--- src/rtl/regfile_wb_arbiter_pkg.sv ---
// regfile_wb_arbiter_pkg: shared widths, register constants and FIFO entry type
package regfile_wb_arbiter_pkg;
  localparam int DATA_W = 32;
  localparam int ADDR_W = 5;
  localparam int NUM_REGS = 2 ** ADDR_W;
  localparam logic [ADDR_W-1:0] ZERO_REG = '0;
  typedef struct packed {
    logic [ADDR_W-1:0] addr;
    logic [DATA_W-1:0] data;
    logic valid;
    logic squash;
  } wb_entry_t;
endpackage

--- src/rtl/regfile_wb_arbiter_if.sv ---
// regfile_wb_arbiter_if: writeback sources, register-file write port and status signals
interface regfile_wb_arbiter_if #(parameter int DEPTH = 4);
  import regfile_wb_arbiter_pkg::*;
  localparam int CW = $clog2(DEPTH) + 1;
  logic pipe_wr_en;
  logic [ADDR_W-1:0] pipe_wr_addr;
  logic [DATA_W-1:0] pipe_wr_data;
  logic mc_valid;
  logic mc_ready;
  logic [ADDR_W-1:0] mc_addr;
  logic [DATA_W-1:0] mc_data;
  logic rf_write_control;
  logic [ADDR_W-1:0] rf_rd;
  logic [DATA_W-1:0] rf_wdata;
  logic [NUM_REGS-1:0] pending_mask;
  logic [CW-1:0] fifo_count;
  modport master (
    output pipe_wr_en, pipe_wr_addr, pipe_wr_data, mc_valid, mc_addr, mc_data,
    input mc_ready, rf_write_control, rf_rd, rf_wdata, pending_mask, fifo_count
  );
  modport slave (
    input pipe_wr_en, pipe_wr_addr, pipe_wr_data, mc_valid, mc_addr, mc_data,
    output mc_ready, rf_write_control, rf_rd, rf_wdata, pending_mask, fifo_count
  );
endinterface

--- src/rtl/regfile_wb_arbiter_wb_squash_fifo.sv ---
// wb_squash_fifo: multi-cycle result queue with WAW squash and pending-destination mask
module wb_squash_fifo
  import regfile_wb_arbiter_pkg::*;
#(
  parameter int DEPTH = 4,
  localparam int CW = $clog2(DEPTH) + 1,
  localparam int PW = $clog2(DEPTH)
) (
  input  logic clk,
  input  logic rst,
  input  logic push,
  input  logic [ADDR_W-1:0] push_addr,
  input  logic [DATA_W-1:0] push_data,
  input  logic pop,
  input  logic sq_en,
  input  logic [ADDR_W-1:0] sq_addr,
  output wb_entry_t head,
  output logic [CW-1:0] count,
  output logic [NUM_REGS-1:0] pending_mask
);
  wb_entry_t mem [DEPTH];
  logic [PW-1:0] wr_ptr, rd_ptr;

  assign head = mem[rd_ptr];

  // Storage and pointers; a newer write to the same register kills older queued copies
  always_ff @(posedge clk or posedge rst) begin
    if (rst) begin
      for (int i = 0; i < DEPTH; i++) mem[i] <= '0;
      wr_ptr <= '0;
      rd_ptr <= '0;
      count <= '0;
    end else begin
      for (int i = 0; i < DEPTH; i++)
        if (mem[i].valid && ((sq_en && mem[i].addr == sq_addr) || (push && mem[i].addr == push_addr)))
          mem[i].squash <= 1'b1;
      if (pop) mem[rd_ptr].valid <= 1'b0;
      if (push) mem[wr_ptr] <= '{addr: push_addr, data: push_data, valid: 1'b1, squash: push_addr == ZERO_REG};
      if (push) wr_ptr <= wr_ptr + 1'b1;
      if (pop) rd_ptr <= rd_ptr + 1'b1;
      count <= count + CW'(push) - CW'(pop);
    end
  end

  // Destinations still owed a write by a live queued entry
  always_comb begin
    pending_mask = '0;
    for (int i = 0; i < DEPTH; i++)
      if (mem[i].valid && !mem[i].squash) pending_mask[mem[i].addr] = 1'b1;
  end
endmodule

--- src/rtl/regfile_wb_arbiter.sv ---
// regfile_wb_arbiter: merges pipeline writeback and queued multi-cycle results onto the
// register-file write port; define WB_MC_BYPASS_EN to let mc results skip an empty FIFO
module regfile_wb_arbiter
  import regfile_wb_arbiter_pkg::*;
#(
  parameter int DEPTH = 4,
  localparam int CW = $clog2(DEPTH) + 1
) (
  input logic clk,
  input logic rst,
  regfile_wb_arbiter_if.slave bus
);
  logic pipe_sel, empty, pop, push, byp, head_wr, wr;
  logic [ADDR_W-1:0] wr_addr;
  logic [DATA_W-1:0] wr_data;
  logic [CW-1:0] count;
  wb_entry_t head;

`ifdef WB_MC_BYPASS_EN
  assign byp = empty && !pipe_sel && bus.mc_valid && bus.mc_addr != ZERO_REG;
`else
  assign byp = 1'b0;
`endif

  assign bus.fifo_count = count;

  // Priority select: pipeline, then FIFO head, then (optionally) direct mc bypass
  always_comb begin
    pipe_sel = bus.pipe_wr_en && bus.pipe_wr_addr != ZERO_REG;
    empty = count == '0;
    pop = !pipe_sel && !empty;
    head_wr = head.valid && !head.squash && head.addr != ZERO_REG;
    bus.mc_ready = !rst && count < CW'(DEPTH);
    push = bus.mc_valid && bus.mc_ready && !byp;
    wr = pipe_sel || (pop && head_wr) || byp;
    wr_addr = pipe_sel ? bus.pipe_wr_addr : pop ? head.addr : bus.mc_addr;
    wr_data = pipe_sel ? bus.pipe_wr_data : pop ? head.data : bus.mc_data;
  end

  wb_squash_fifo #(.DEPTH(DEPTH)) u_fifo (
    .clk(clk),
    .rst(rst),
    .push(push),
    .push_addr(bus.mc_addr),
    .push_data(bus.mc_data),
    .pop(pop),
    .sq_en(pipe_sel),
    .sq_addr(bus.pipe_wr_addr),
    .head(head),
    .count(count),
    .pending_mask(bus.pending_mask)
  );

  // Registered write port; address/data hold when no write is issued
  always_ff @(posedge clk or posedge rst) begin
    if (rst) begin
      bus.rf_write_control <= 1'b0;
      bus.rf_rd <= '0;
      bus.rf_wdata <= '0;
    end else begin
      bus.rf_write_control <= wr;
      if (wr) begin
        bus.rf_rd <= wr_addr;
        bus.rf_wdata <= wr_data;
      end
    end
  end
endmodule
--- src/flat_wrapper.sv ---
// flat-port wrapper written by rule: the top's interface ports become plain ports
module regfile_wb_arbiter_flat import regfile_wb_arbiter_pkg::*;
#(
  parameter int DEPTH = 4,
  localparam int CW = $clog2(DEPTH) + 1
)
  (clk, rst, bus_pipe_wr_en, bus_pipe_wr_addr, bus_pipe_wr_data, bus_mc_valid, bus_mc_addr, bus_mc_data, bus_mc_ready, bus_rf_write_control, bus_rf_rd, bus_rf_wdata, bus_pending_mask, bus_fifo_count);
  regfile_wb_arbiter_if #(.DEPTH(DEPTH)) bus_i ();
  input logic clk;
  input logic rst;
  input wire logic [$bits(bus_i.pipe_wr_en)-1:0] bus_pipe_wr_en;
  input wire logic [$bits(bus_i.pipe_wr_addr)-1:0] bus_pipe_wr_addr;
  input wire logic [$bits(bus_i.pipe_wr_data)-1:0] bus_pipe_wr_data;
  input wire logic [$bits(bus_i.mc_valid)-1:0] bus_mc_valid;
  input wire logic [$bits(bus_i.mc_addr)-1:0] bus_mc_addr;
  input wire logic [$bits(bus_i.mc_data)-1:0] bus_mc_data;
  output wire logic [$bits(bus_i.mc_ready)-1:0] bus_mc_ready;
  output wire logic [$bits(bus_i.rf_write_control)-1:0] bus_rf_write_control;
  output wire logic [$bits(bus_i.rf_rd)-1:0] bus_rf_rd;
  output wire logic [$bits(bus_i.rf_wdata)-1:0] bus_rf_wdata;
  output wire logic [$bits(bus_i.pending_mask)-1:0] bus_pending_mask;
  output wire logic [$bits(bus_i.fifo_count)-1:0] bus_fifo_count;
  assign bus_i.pipe_wr_en = bus_pipe_wr_en;
  assign bus_i.pipe_wr_addr = bus_pipe_wr_addr;
  assign bus_i.pipe_wr_data = bus_pipe_wr_data;
  assign bus_i.mc_valid = bus_mc_valid;
  assign bus_i.mc_addr = bus_mc_addr;
  assign bus_i.mc_data = bus_mc_data;
  assign bus_mc_ready = bus_i.mc_ready;
  assign bus_rf_write_control = bus_i.rf_write_control;
  assign bus_rf_rd = bus_i.rf_rd;
  assign bus_rf_wdata = bus_i.rf_wdata;
  assign bus_pending_mask = bus_i.pending_mask;
  assign bus_fifo_count = bus_i.fifo_count;
  regfile_wb_arbiter #(.DEPTH(DEPTH)) u_core (.clk(clk), .rst(rst), .bus(bus_i));
endmodule
--- config.mk ---
export PLATFORM = sky130hd
export DESIGN_NAME = regfile_wb_arbiter_flat
export DESIGN_NICKNAME = d
export VERILOG_FILES = /design/src/rtl/regfile_wb_arbiter_pkg.sv /design/src/rtl/regfile_wb_arbiter_if.sv /design/src/rtl/regfile_wb_arbiter_wb_squash_fifo.sv /design/src/rtl/regfile_wb_arbiter.sv /design/src/flat_wrapper.sv
export SDC_FILE = /design/constraint.sdc
export NUM_CORES = 1
export LEC_CHECK = 0
export ABC_AREA = 1
export BUFFER_PORTS_ARGS = -buffer_cell sky130_fd_sc_hd__buf_2
export CAP_MARGIN = 15
export CELL_PAD_IN_SITES_DETAIL_PLACEMENT = 1
export CELL_PAD_IN_SITES_GLOBAL_PLACEMENT = 1
export CORE_ASPECT_RATIO = 0.75
export CORE_MARGIN = 8
export CORE_UTILIZATION = 25
export DETAILED_ROUTE_END_ITERATION = 12
export PLACE_DENSITY = 0.6
export SLEW_MARGIN = 10
export SYNTH_ARGS = -nofsm -noshare
export SYNTH_HDL_FRONTEND = slang
export SYNTH_SLANG_ARGS = --single-unit
--- constraint.sdc ---
create_clock -name clk -period 12.4 [get_ports clk]
set_input_delay 2.48 -clock clk [delete_from_list [all_inputs] [get_ports clk]]
set_output_delay 2.48 -clock clk [all_outputs]
set_load 0.005 [all_outputs]
# Yosys cells after proc, flatten, opt, wreduce, memory -nomap -nowiden
# Cells that the tools add are included.
word_totals:
  regBits: 201
  in_bits: 78
  output_inout_bits: 74
  word_cells: 129
classes:
  n_addsub: 4
  order_cmp: 13
  n_eq_ne: 8
  mux: 31
  bitwise: 5
  reduce_logical: 46
ops:
  columns: ["cell", "n"]
  rows:
  - ["$bwmux W156", 2]
  - ["$mux W156", 2]
  - ["$mux W32", 6]
  - ["$demux W39 S2", 2]
  - ["$mux W39", 3]
  - ["$or A32 B32 Y32", 3]
  - ["$bmux W39 S2", 1]
  - ["$eq A5 B5 Y1", 8]
  - ["$logic_and A1 B1 Y1", 29]
  - ["$lt A5 B6 Y1 const B", 4]
  - ["$demux W1 S5", 4]
  - ["$ge A5 B1 Y1 const B", 4]
  - ["$mux W5", 2]
  - ["$reduce_bool A5 Y1", 2]
  - ["$logic_not A1 Y1", 8]
  - ["$mux W1", 8]
  - ["$ge A3 B3 Y1 const B", 2]
  - ["$lt A3 B1 Y1 const B", 2]
  - ["$not A2 Y3", 2]
  - ["$logic_not A5 Y1", 1]
  - ["$logic_or A1 B1 Y1", 5]
  - ["$add A2 B1 Y2 const B", 2]
  - ["$add A3 B1 Y3", 1]
  - ["$logic_not A3 Y1", 1]
  - ["3 further kinds", 3]

# Logic depth before layout (Yosys ltp)
# Gate-level depths: netlist of the first run.
logic_depth:
  ltp_word: 11
  mapped_depth: 14
  ltp_nobuf: 11

# Hierarchy
# Synthesis of the first run repeated with hierarchy kept, for this count alone.
unflattened:
  cells_unflattened: 1578
  area_unflattened_um2: 11508.5
by_module_without_submodules:
  columns: ["module", "instances", "cells_each", "area_per_inst_um2", "seq_area_each_um2"]
  rows:
  - ["wb_squash_fifo", 1, 1172, 8901.0, 4078.9]
  - ["regfile_wb_arbiter", 1, 406, 2607.5, 950.9]

# Worst setup path before layout of the first run
# Ideal clock, no wire load.
synth_path:
  kind: "in2out"
  startpoint: "input rst"
  endpoint: "output bus_mc_ready"
  arrival_ps: 2605
  required_ps: 9920
  slack_ps: 7315
  cell_stages: 1
  n_path_buf: 0
  cell_sequence: "nor2_1"
synth_between:
  elab_chain_len: 2
synth_lines:
  columns: ["element", "line", "source"]
  rows:
  - ["from (decl)", "flat_wrapper.sv:10", "input logic rst;"]
  - ["$logic_not A1 Y1", "regfile_wb_arbiter.sv:33", "bus.mc_ready = !rst && count < CW'(DEPTH);"]
  - ["$logic_and A1 B1 Y1", "regfile_wb_arbiter.sv:33", null]
  - ["to (decl)", "flat_wrapper.sv:17", "output wire logic [$bits(bus_i.mc_ready)-1:0] bus_mc_ready;"]
# Every way passes these cells.

# Final worst setup path of the first run
# Ends and elaborated chain as after synthesis.

==> impl_metrics.csv, run 1 <==
group,metric,value,unit
status,status,"completed",
grt,first_global_vias,11200,
sta,fin_skew,0.0189,ns
synthesis,share_of_synthesized_area_spent_on_multiplexers,0,%
clocking,tritoncts,"built",
synthesis,synth_async_sr_flop_share,100,%
sta,worst_slew_margin_rel,14.0,%
placement,detailedPlace.worstSlack,7.04,ns
detailed_routing,dr.first_iter.drc_count,827,
layout,flow.area_growth_from_synthesis,16.7,%
floorplanning,area_of_the_die,51700,um2
detailed_routing,drt_drc_violations_left,0,
sta,setup_tns,0,ns
placement,globalplace.congestion,0.874,
worst_setup_path,setup.worst_path.start_class,"primary input",
clocking,cts.hold.buffers_added,0,
power,power_leakage,6.38,nW
floorplanning,floorplan.initialDensity,25.1,%
synthesis,synthesis.instances,1504,
clocking,cts.reportedPaths.clkPinSlew,0.06,ns
hold_path,timing.hold.worst_endpoint,"u_core.u_fifo.mem[86]$_DFFE_PP0P_",
detailed_routing,drt.antenna.violating_nets,0,
synthesis,synth_xor_area_share,1.73,%
floorplanning,die_w,260,um
placement,io_buffer_count,151,
synthesis,post_synth_and_or_nand_nor_area_fraction,24.0,%
layout,fin_nets,1671,
floorplanning,core_box_area,44300,um2
power,powerDensity,255,nW/um2
hold_path,worst_hold_startpoint,"u_core.u_fifo.mem[86]$_DFFE_PP0P_",
power,power_switching_share,44.1,%
sta,min_period,5.34,ns
synthesis,synth-main-ff-cell,"sky130_fd_sc_hd__dfrtp_1",
worst_setup_path,critical_path_required,9.92,ns
floorplanning,fp.dieH,199,um
synthesis,post_synth_fa_ha_maj_area_fraction,1.30,%
placement,placedCellCount,2141,
grt,grt_use_total,16.7,%
floorplanning,row_count,67,
grt,number_of_antenna_violations_at_the_first_check_in_global_routing,6,
detailed_routing,num_vias,10700,
hold_path,holdCritPathClass,"flip-flop to flip-flop",
layout,drive_above_1_share,13.3,%
worst_setup_path,regToRegEndpoint,"u_core.bus.rf_wdata[0]$_DFFE_PP0P_",
floorplanning,num_io_pins,152,
clocking,cts-root-to-sink-buffers,3,
clocking,postCtsResizedCells,0,
sta,fmax,0.187,GHz
sta,finalMaxSlewViolations,0,
clocking,cts.repair_timing.setup_buffer_count,0,
worst_setup_path,worst-r2r-setup-slack,7.71,ns
layout,non_filler_cells_final,2189,
power,clk_pwr_share,21.4,%
detailed_routing,viasPerCell,4.88,
detailed_routing,total_detailed_routing_wirelength,43700,um
clocking,clk_latency,0.53,ns
synthesis,synth_seq_area_share,45.1,%
sta,final.setup.worst_slack,7.06,ns
synthesis,combinational_family_with_the_most_area_after_synthesis,"simple AND/OR/NAND/NOR gates",
power,peakVddDrop,0.0955,mV
worst_setup_path,type_of_the_worst_setup_path,"primary input to primary output",
power,netSwitchingPower,1.46,mW
worst_setup_path,worst-path-max-fanout,2,
grt,wire_length_of_the_first_global_routing_pass,68000,um
sta,finalHoldViolations,0,
power,total_power,3.32,mW
synthesis,synth_edf_count,0,
power,power_frac_seq,38.1,%
worst_setup_path,timing.critical_path.arrival,2.86,ns
synthesis,synth-compound-area-share,19.3,%
hold_path,number_of_cells_on_the_worst_hold_path,2,
sta,grt_setup_unrepaired,"false",
clocking,cts_inserted_buffers,24,
worst_setup_path,crit_path_end_kind,"primary output",
job,timing.max_cap.violations,0,
clocking,cts_htree_levels,1,
sta,transition_time_at_the_pin_with_the_least_slew_margin,1.28,ns
synthesis,synth.ff_latch_count,201,
sta,finalHoldWorstSlack,0.479,ns
grt,grt_max_degree,126,
power,combinational_cell_fraction_of_total_power,40.4,%
power,cellInternalPower,1.85,mW
synthesis,syn-num-nets,1593,
detailed_routing,detail_route.wl_per_cell,19.9,um
synthesis,cell_area_after_synthesis,11100,um2
synthesis,postSynthAreaPerCell,7.41,um2
worst_setup_path,regToRegStartpoint,"u_core.u_fifo.rd_ptr[0]$_DFFE_PP0N_",
detailed_routing,detailedRoute.firstPassIterationCount,5,
grt,globalRoute.totalOverflow,0,
sta,setup_viol_count_final,0,
worst_setup_path,rr_worst_depth,12,
clocking,total_clock_sinks,201,
sta,crit_share_post_route,43.1,%
synthesis,number_of_library_cell_types_mapped_by_synthesis,30,
synthesis,synth_warnings,0,
placement,detailed_place_hpwl,29000,um
clocking,clockRootBuffer,"sky130_fd_sc_hd__clkbuf_16",
==> cells in the mapped netlist, types with 16 or more instances <==
library cell | instances | area share [%]
sky130_fd_sc_hd__o21ai_1 | 53 | 2.4
sky130_fd_sc_hd__a21oi_1 | 43 | 1.9
sky130_fd_sc_hd__xor2_1 | 17 | 1.3
sky130_fd_sc_hd__nand2_1 | 399 | 13
sky130_fd_sc_hd__nor2_1 | 140 | 4.7
sky130_fd_sc_hd__o221ai_1 | 32 | 2.5
sky130_fd_sc_hd__buf_2 | 42 | 1.9
sky130_fd_sc_hd__dfrtp_1 | 201 | 45
sky130_fd_sc_hd__nand3_1 | 107 | 4.8
sky130_fd_sc_hd__o22a_1 | 16 | 1.3
sky130_fd_sc_hd__o21ai_0 | 216 | 9.7
sky130_fd_sc_hd__inv_1 | 106 | 3.6
sky130_fd_sc_hd__clkbuf_1 | 48 | 1.6
==> cell families after synthesis <==
family / count (synthesis)
adders and majority gates: 11
buffers and inverters: 220
DFF: 201
AOI/OAI and AO/OA: 383
and+or+nand+nor: 667
xor gates and xnor gates: 22
==> registers in the layout, indices dropped and copies added, names as in the netlist <==
name / flops
u_core.u_fifo.mem: 156
u_core.bus.rf_wdata: 32
u_core.bus.rf_rd: 5
u_core.u_fifo.count: 3
u_core.u_fifo.rd_ptr: 2
u_core.u_fifo.wr_ptr: 2
u_core.bus.rf_write_control: 1
==> area by class of cell <==
type                    count  area (um2)
well taps                 586         733
clock inverters             2        35.0
repair buffers            159         813
multi-input cells        1083        5210
fillers                  5411       31300
flip-flops and latches    201        5030
clock buffers              42         749
diodes                      3        7.51
inverters                 113         432
==> cells in the final DEF (no fill, tap or decap), types with 3 or more instances in the layout <==
cell / count
sky130_fd_sc_hd__a21oi_1: 43
sky130_fd_sc_hd__buf_2: 152
sky130_fd_sc_hd__buf_4: 7
sky130_fd_sc_hd__clkbuf_1: 11
sky130_fd_sc_hd__clkbuf_16: 25
sky130_fd_sc_hd__clkbuf_8: 6
sky130_fd_sc_hd__dfrtp_1: 200
sky130_fd_sc_hd__diode_2: 3
sky130_fd_sc_hd__ha_1: 10
sky130_fd_sc_hd__inv_1: 105
sky130_fd_sc_hd__inv_2: 6
sky130_fd_sc_hd__nand2_1: 395
sky130_fd_sc_hd__nand2_2: 4
sky130_fd_sc_hd__nand2_4: 4
sky130_fd_sc_hd__nand3_1: 107
sky130_fd_sc_hd__nor2_1: 140
sky130_fd_sc_hd__nor3_1: 14
sky130_fd_sc_hd__o211ai_1: 14
sky130_fd_sc_hd__o21ai_0: 216
sky130_fd_sc_hd__o21ai_1: 53
sky130_fd_sc_hd__o221ai_1: 32
sky130_fd_sc_hd__o22a_1: 16
sky130_fd_sc_hd__o22ai_1: 7
sky130_fd_sc_hd__xnor2_1: 5
sky130_fd_sc_hd__xor2_1: 17
==> layer usage <==
metal	share of wire, %	track usage (%)	vias to the layer above
li1	-	-	5119
met4	1.2	3.00	2
met5	0.030	0	-
met2	41	23.8	261
met3	5.6	2.90	48
met1	53	25.9	5262
==> power groups by stage <==
stage | logic (mW) | clock network, mW | registers (mW)
CTS | 1.35 | 0.733 | 1.26
global placement | 1.31 | 0 | 1.26
floorplan | 1.01 | 0 | 1.11
finish | 1.34 | 0.710 | 1.26
global route | 1.55 | 0.754 | 1.31
detailed placement | 1.35 | 0 | 1.27
==> worst max path at each step <==
stage                                               endpoint  slack [ns]                start  cells past startpoint
after global routing                            bus_mc_ready        7.02                  rst                      3
after global placement                          bus_mc_ready        7.04                  rst                      3
after detailed placement  u_core.bus.rf_wdata[0]$_DFFE_PP0P_        7.04  bus_pipe_wr_addr[2]                      8
after floorplan              u_core.bus.rf_rd[0]$_DFFE_PP0P_        4.44                  rst                      1
after CTS                                       bus_mc_ready        7.05                  rst                      3
final                                           bus_mc_ready        7.06                  rst                      3
==> stage by stage <==
| stage | utilization [%] | instance area (um2) |
|---|---|---|
| 5_1_grt | 29.3 | 13000 |
| 4_1_cts | 29.3 | 13000 |
| 6_report | 29.3 | 13000 |
| 3_5_place_dp | 27.5 | 12200 |
| 3_3_place_gp | 27.5 | 12200 |
| 2_1_floorplan | - | 11100 |
==> critical path, cell delays in order <==
cell	delay, ns
sky130_fd_sc_hd__buf_2	0.13
sky130_fd_sc_hd__nor2_1	0.11
sky130_fd_sc_hd__buf_2	0.13
Power figures use the tool's default switching activity.
==> inputs of run 2 (changes only) <==
--- a/config.mk
+++ b/config.mk
@@ -5,7 +5,7 @@
 export SDC_FILE = /design/constraint.sdc
 export NUM_CORES = 1
 export LEC_CHECK = 0
-export ABC_AREA = 1
+export ABC_AREA = 0
 export BUFFER_PORTS_ARGS = -buffer_cell sky130_fd_sc_hd__buf_2
 export CAP_MARGIN = 15
 export CELL_PAD_IN_SITES_DETAIL_PLACEMENT = 1
@@ -14,7 +14,7 @@
 export CORE_MARGIN = 8
 export CORE_UTILIZATION = 25
 export DETAILED_ROUTE_END_ITERATION = 12
-export PLACE_DENSITY = 0.6
+export PLACE_DENSITY = 0.58
 export SLEW_MARGIN = 10
 export SYNTH_ARGS = -nofsm -noshare
 export SYNTH_HDL_FRONTEND = slang
==> constraint.sdc (replaced) <==
create_clock -name clk -period 4.9 [get_ports clk]
set_input_delay 0.98 -clock clk [delete_from_list [all_inputs] [get_ports clk]]
set_output_delay 0.98 -clock clk [all_outputs]
set_load 0.005 [all_outputs]
==> run 2 against run 1 <==
Final area is 0.25% lower. Largest power group unchanged. Area after synthesis is 2.3% lower. Clock-buffer cell count is 13 lower. Non-clock buffer count is 10 higher. Worst hold slack worse by 0.0061 ns. Worst setup slack worse by 5.6 ns. Sequential share of layout area is 0.11 points higher. Synthesized cell count is 38% lower. Flip-flop and latch count stayed put. Core utilization is 0.71 points higher. Combinational power grew to 2.5 times the previous value. Total power grew to 2.5 times the previous value.
==> impl_metrics.csv, run 2 <==
group,metric,value,unit
floorplanning,core_box_area,43200,um2
power,powerDensity,650,nW/um2
detailed_routing,total_detailed_routing_wirelength,34900,um
sta,finalMaxSlewViolations,0,
layout,flow.area_growth_from_synthesis,19.1,%
layout,reg.largest.list,"u_core.u_fifo.mem x156, u_core.bus.rf_wdata x32, u_core.bus.rf_rd x5",
grt,grt_use_total,13.6,%
worst_setup_path,worst-path-max-fanout,8,
grt,wire_length_of_the_first_global_routing_pass,55200,um
power,peakVddDrop,0.203,mV
layout,mostFrequentLayoutCells,"199 x sky130_fd_sc_hd__dfrtp_1, 151 x sky130_fd_sc_hd__buf_2, 149 x sky130_fd_sc_hd__mux2_2, 69 x sky130_fd_sc_hd__nand2_1, 49 x sky130_fd_sc_hd__nor2_1",
placement,detailedPlace.worstSlack,1.31,ns
clocking,cts.repair_timing.setup_buffer_count,0,
detailed_routing,detail_route.wl_per_cell,21.4,um
hold_path,worst_hold_startpoint,"u_core.bus.rf_wdata[13]$_DFFE_PP0P_",
synthesis,synth_async_sr_flop_share,100,%
status,status,"completed",
detailed_routing,viasPerCell,4.97,
grt,number_of_antenna_violations_at_the_first_check_in_global_routing,6,
clocking,cts_htree_levels,1,
grt,grt_busiest_layer,"met2",
synthesis,synth_warnings,0,
clocking,cts.reportedPaths.clkPinSlew,0.07,ns
sta,fmax,0.288,GHz
synthesis,yosysMostFrequentCell,"sky130_fd_sc_hd__dfrtp_1",
layout,largest_reg_flops,156,
sta,setup_tns,0,ns
clocking,total_clock_sinks,201,
power,power_leakage,5.48,nW
sta,transition_time_at_the_pin_with_the_least_slew_margin,0.944,ns
hold_path,holdCritPathClass,"flip-flop to flip-flop",
clocking,tritoncts,"built",
floorplanning,die_w,257,um
worst_setup_path,type_of_the_worst_setup_path,"flip-flop to primary output",
clocking,postCtsResizedCells,0,
synthesis,synth-main-ff-cell,"sky130_fd_sc_hd__dfrtp_1",
floorplanning,area_of_the_die,50600,um2
synthesis,cell_area_after_synthesis,10900,um2
worst_setup_path,startpoint_of_the_worst_setup_timing_path,"u_core.u_fifo.mem[79]$_DFF_PP0_",
placement,detailed_place_hpwl,23400,um
layout,layout_commonest_cell,"sky130_fd_sc_hd__dfrtp_1",
grt,grt_use_met2,20.3,%
placement,io_buffer_count,151,
synthesis,synth.ff_latch_count,201,
sta,finalHoldViolations,0,
detailed_routing,detailedRoute.firstPassIterationCount,4,
synthesis,ys_top_cells_by_area,"sky130_fd_sc_hd__dfrtp_1 46%, sky130_fd_sc_hd__mux2_2 15%, sky130_fd_sc_hd__mux4_2 7.9%, sky130_fd_sc_hd__mux2i_1 2.9%, sky130_fd_sc_hd__nand2_1 2.4%",
worst_setup_path,crit_path_end_kind,"primary output",
grt,fraction_of_met3_tracks_used_by_global_routing,3.87,%
sta,worst_slew_margin_rel,36.6,%
floorplanning,num_io_pins,152,
detailed_routing,drt_drc_violations_left,0,
sta,fin_skew,0.0179,ns
synthesis,number_of_library_cell_types_mapped_by_synthesis,50,
clocking,cts-root-to-sink-buffers,3,
synthesis,synth_edf_count,0,
layout,drive_above_1_share,40.0,%
detailed_routing,dr.first_iter.drc_count,437,
clocking,clockRootBuffer,"sky130_fd_sc_hd__clkbuf_16",
sta,final.setup.worst_slack,1.43,ns
grt,globalRoute.totalOverflow,0,
worst_setup_path,rr_worst_depth,5,
worst_setup_path,regToRegEndpoint,"u_core.bus.rf_wdata[1]$_DFFE_PP0P_",
worst_setup_path,setup.worst_path.start_class,"flip-flop",
detailed_routing,num_vias,8113,
worst_setup_path,timing.critical_path.to,"bus_pending_mask[29]",
grt,grt_max_degree,106,
worst_setup_path,worst-r2r-setup-slack,1.58,ns
sta,crit_share_post_route,70.8,%
clocking,clk_latency,0.51,ns
clocking,cts.hold.buffers_added,0,
synthesis,synthesis.instances,932,
grt,first_global_vias,9006,
floorplanning,fp.dieH,197,um
synthesis,ranking_of_synthesized_cells_by_instance_count,"201 x sky130_fd_sc_hd__dfrtp_1, 149 x sky130_fd_sc_hd__mux2_2, 69 x sky130_fd_sc_hd__nand2_1",
layout,fin_nets,1128,
synthesis,syn-num-nets,1021,
worst_setup_path,critical_path_required,3.92,ns
synthesis,synth_largest_area_cell,"sky130_fd_sc_hd__dfrtp_1",
layout,register_containing_the_most_flip_flops_in_the_final_layout,"u_core.u_fifo.mem",
clocking,cts_inserted_buffers,23,
synthesis,postSynthAreaPerCell,11.7,um2
synthesis,synth_top_area_share,46.2,%
sta,grt_setup_unrepaired,"false",
worst_setup_path,timing.critical_path.arrival,2.49,ns
floorplanning,row_count,66,
detailed_routing,drt.antenna.violating_nets,0,
job,timing.max_cap.violations,0,
worst_setup_path,regToRegStartpoint,"u_core.u_fifo.rd_ptr[1]$_DFFE_PP0N_",
placement,globalplace.congestion,0.813,
sta,setup_viol_count_final,0,
sta,min_period,3.47,ns
floorplanning,floorplan.initialDensity,25.2,%
grt,grt.met1_usage,19.4,%
synthesis,synth_seq_area_share,46.2,%
## run 2: changes by cell type after synthesis, moves of 43 or more
cell / before / now
sky130_fd_sc_hd__o21ai_0: 216 / 22
sky130_fd_sc_hd__inv_1: 106 / 18
sky130_fd_sc_hd__mux2_2: 0 / 149
sky130_fd_sc_hd__nand2_1: 399 / 69
sky130_fd_sc_hd__nor2_1: 140 / 49
sky130_fd_sc_hd__nand3_1: 107 / 10
sky130_fd_sc_hd__o21ai_1: 53 / 10
## run 2: layer usage
metal,up-vias,share of wire [%]
li1,3605,-
met1,4179,47
met2,258,44
met3,61,7.3
met4,10,1.8
met5,-,0.18
## run 2: cell families after synthesis
group	Yosys count	synth area share, %
xor+xnor	44	3.54
simple gates	196	8.83
compound gates	156	9.78
buf+inv	105	4.15
fa+ha+maj	11	1.33
flops	201	46.2
mux	219	26.2
## run 2: area by class of cell
type | instances | area [um2]
tap | 578 | 723
inverter | 18 | 71.3
timing repair buffer | 169 | 916
clock buffer | 29 | 638
multi-input combinational | 626 | 5420
fill | 4774 | 30200
antenna | 1 | 2.50
sequential | 201 | 5030
clock inverter | 12 | 171
## run 2: critical path: stages, from the launching register on
cell and delay [ns]:
sky130_fd_sc_hd__dfrtp_1 0.40, sky130_fd_sc_hd__nor2b_1 0.29, sky130_fd_sc_hd__nand2_1 0.09, sky130_fd_sc_hd__nor2_1 0.69
sky130_fd_sc_hd__a22oi_1 0.21, sky130_fd_sc_hd__o211ai_1 0.14, sky130_fd_sc_hd__buf_2 0.16
## run 2: where the power goes
part	leakage, nW	switching (mW)	internal, mW
sequential	2.47	0.750	2.45
combinational	2.62	1.62	1.75
clock	0.391	0.720	1.13
total	5.48	3.09	5.34
## run 2: how the worst min path moves through the flow
stage                                                      to  slack, ns  cells after the start
after floorplan              u_core.u_fifo.mem[118]$_DFF_PP0_       0.46                      1
after global placement    u_core.bus.rf_wdata[11]$_DFFE_PP0P_       0.46                      2
after detailed placement  u_core.bus.rf_wdata[13]$_DFFE_PP0P_       0.46                      2
after CTS                 u_core.bus.rf_wdata[13]$_DFFE_PP0P_       0.48                      2
after global routing      u_core.bus.rf_wdata[31]$_DFFE_PP0P_       0.50                      2
final                     u_core.bus.rf_wdata[13]$_DFFE_PP0P_       0.47                      2
## run 2: metrics by stage
step / instances / power [mW] / hold slack (ns) / instance area (um2) / utilization [%]
final: 1634 / 8.43 / 0.473 / 13000 / 30.0
after detailed placement: 1592 / 6.65 / 0.464 / 12200 / 28.2
after global routing: 1634 / 9.05 / 0.505 / 13000 / 30.0
after global placement: 1591 / 6.52 / 0.457 / 12200 / 28.2
after CTS: 1633 / 8.57 / 0.477 / 13000 / 30.0
after floorplan: 932 / 5.53 / 0.464 / 10900 / -
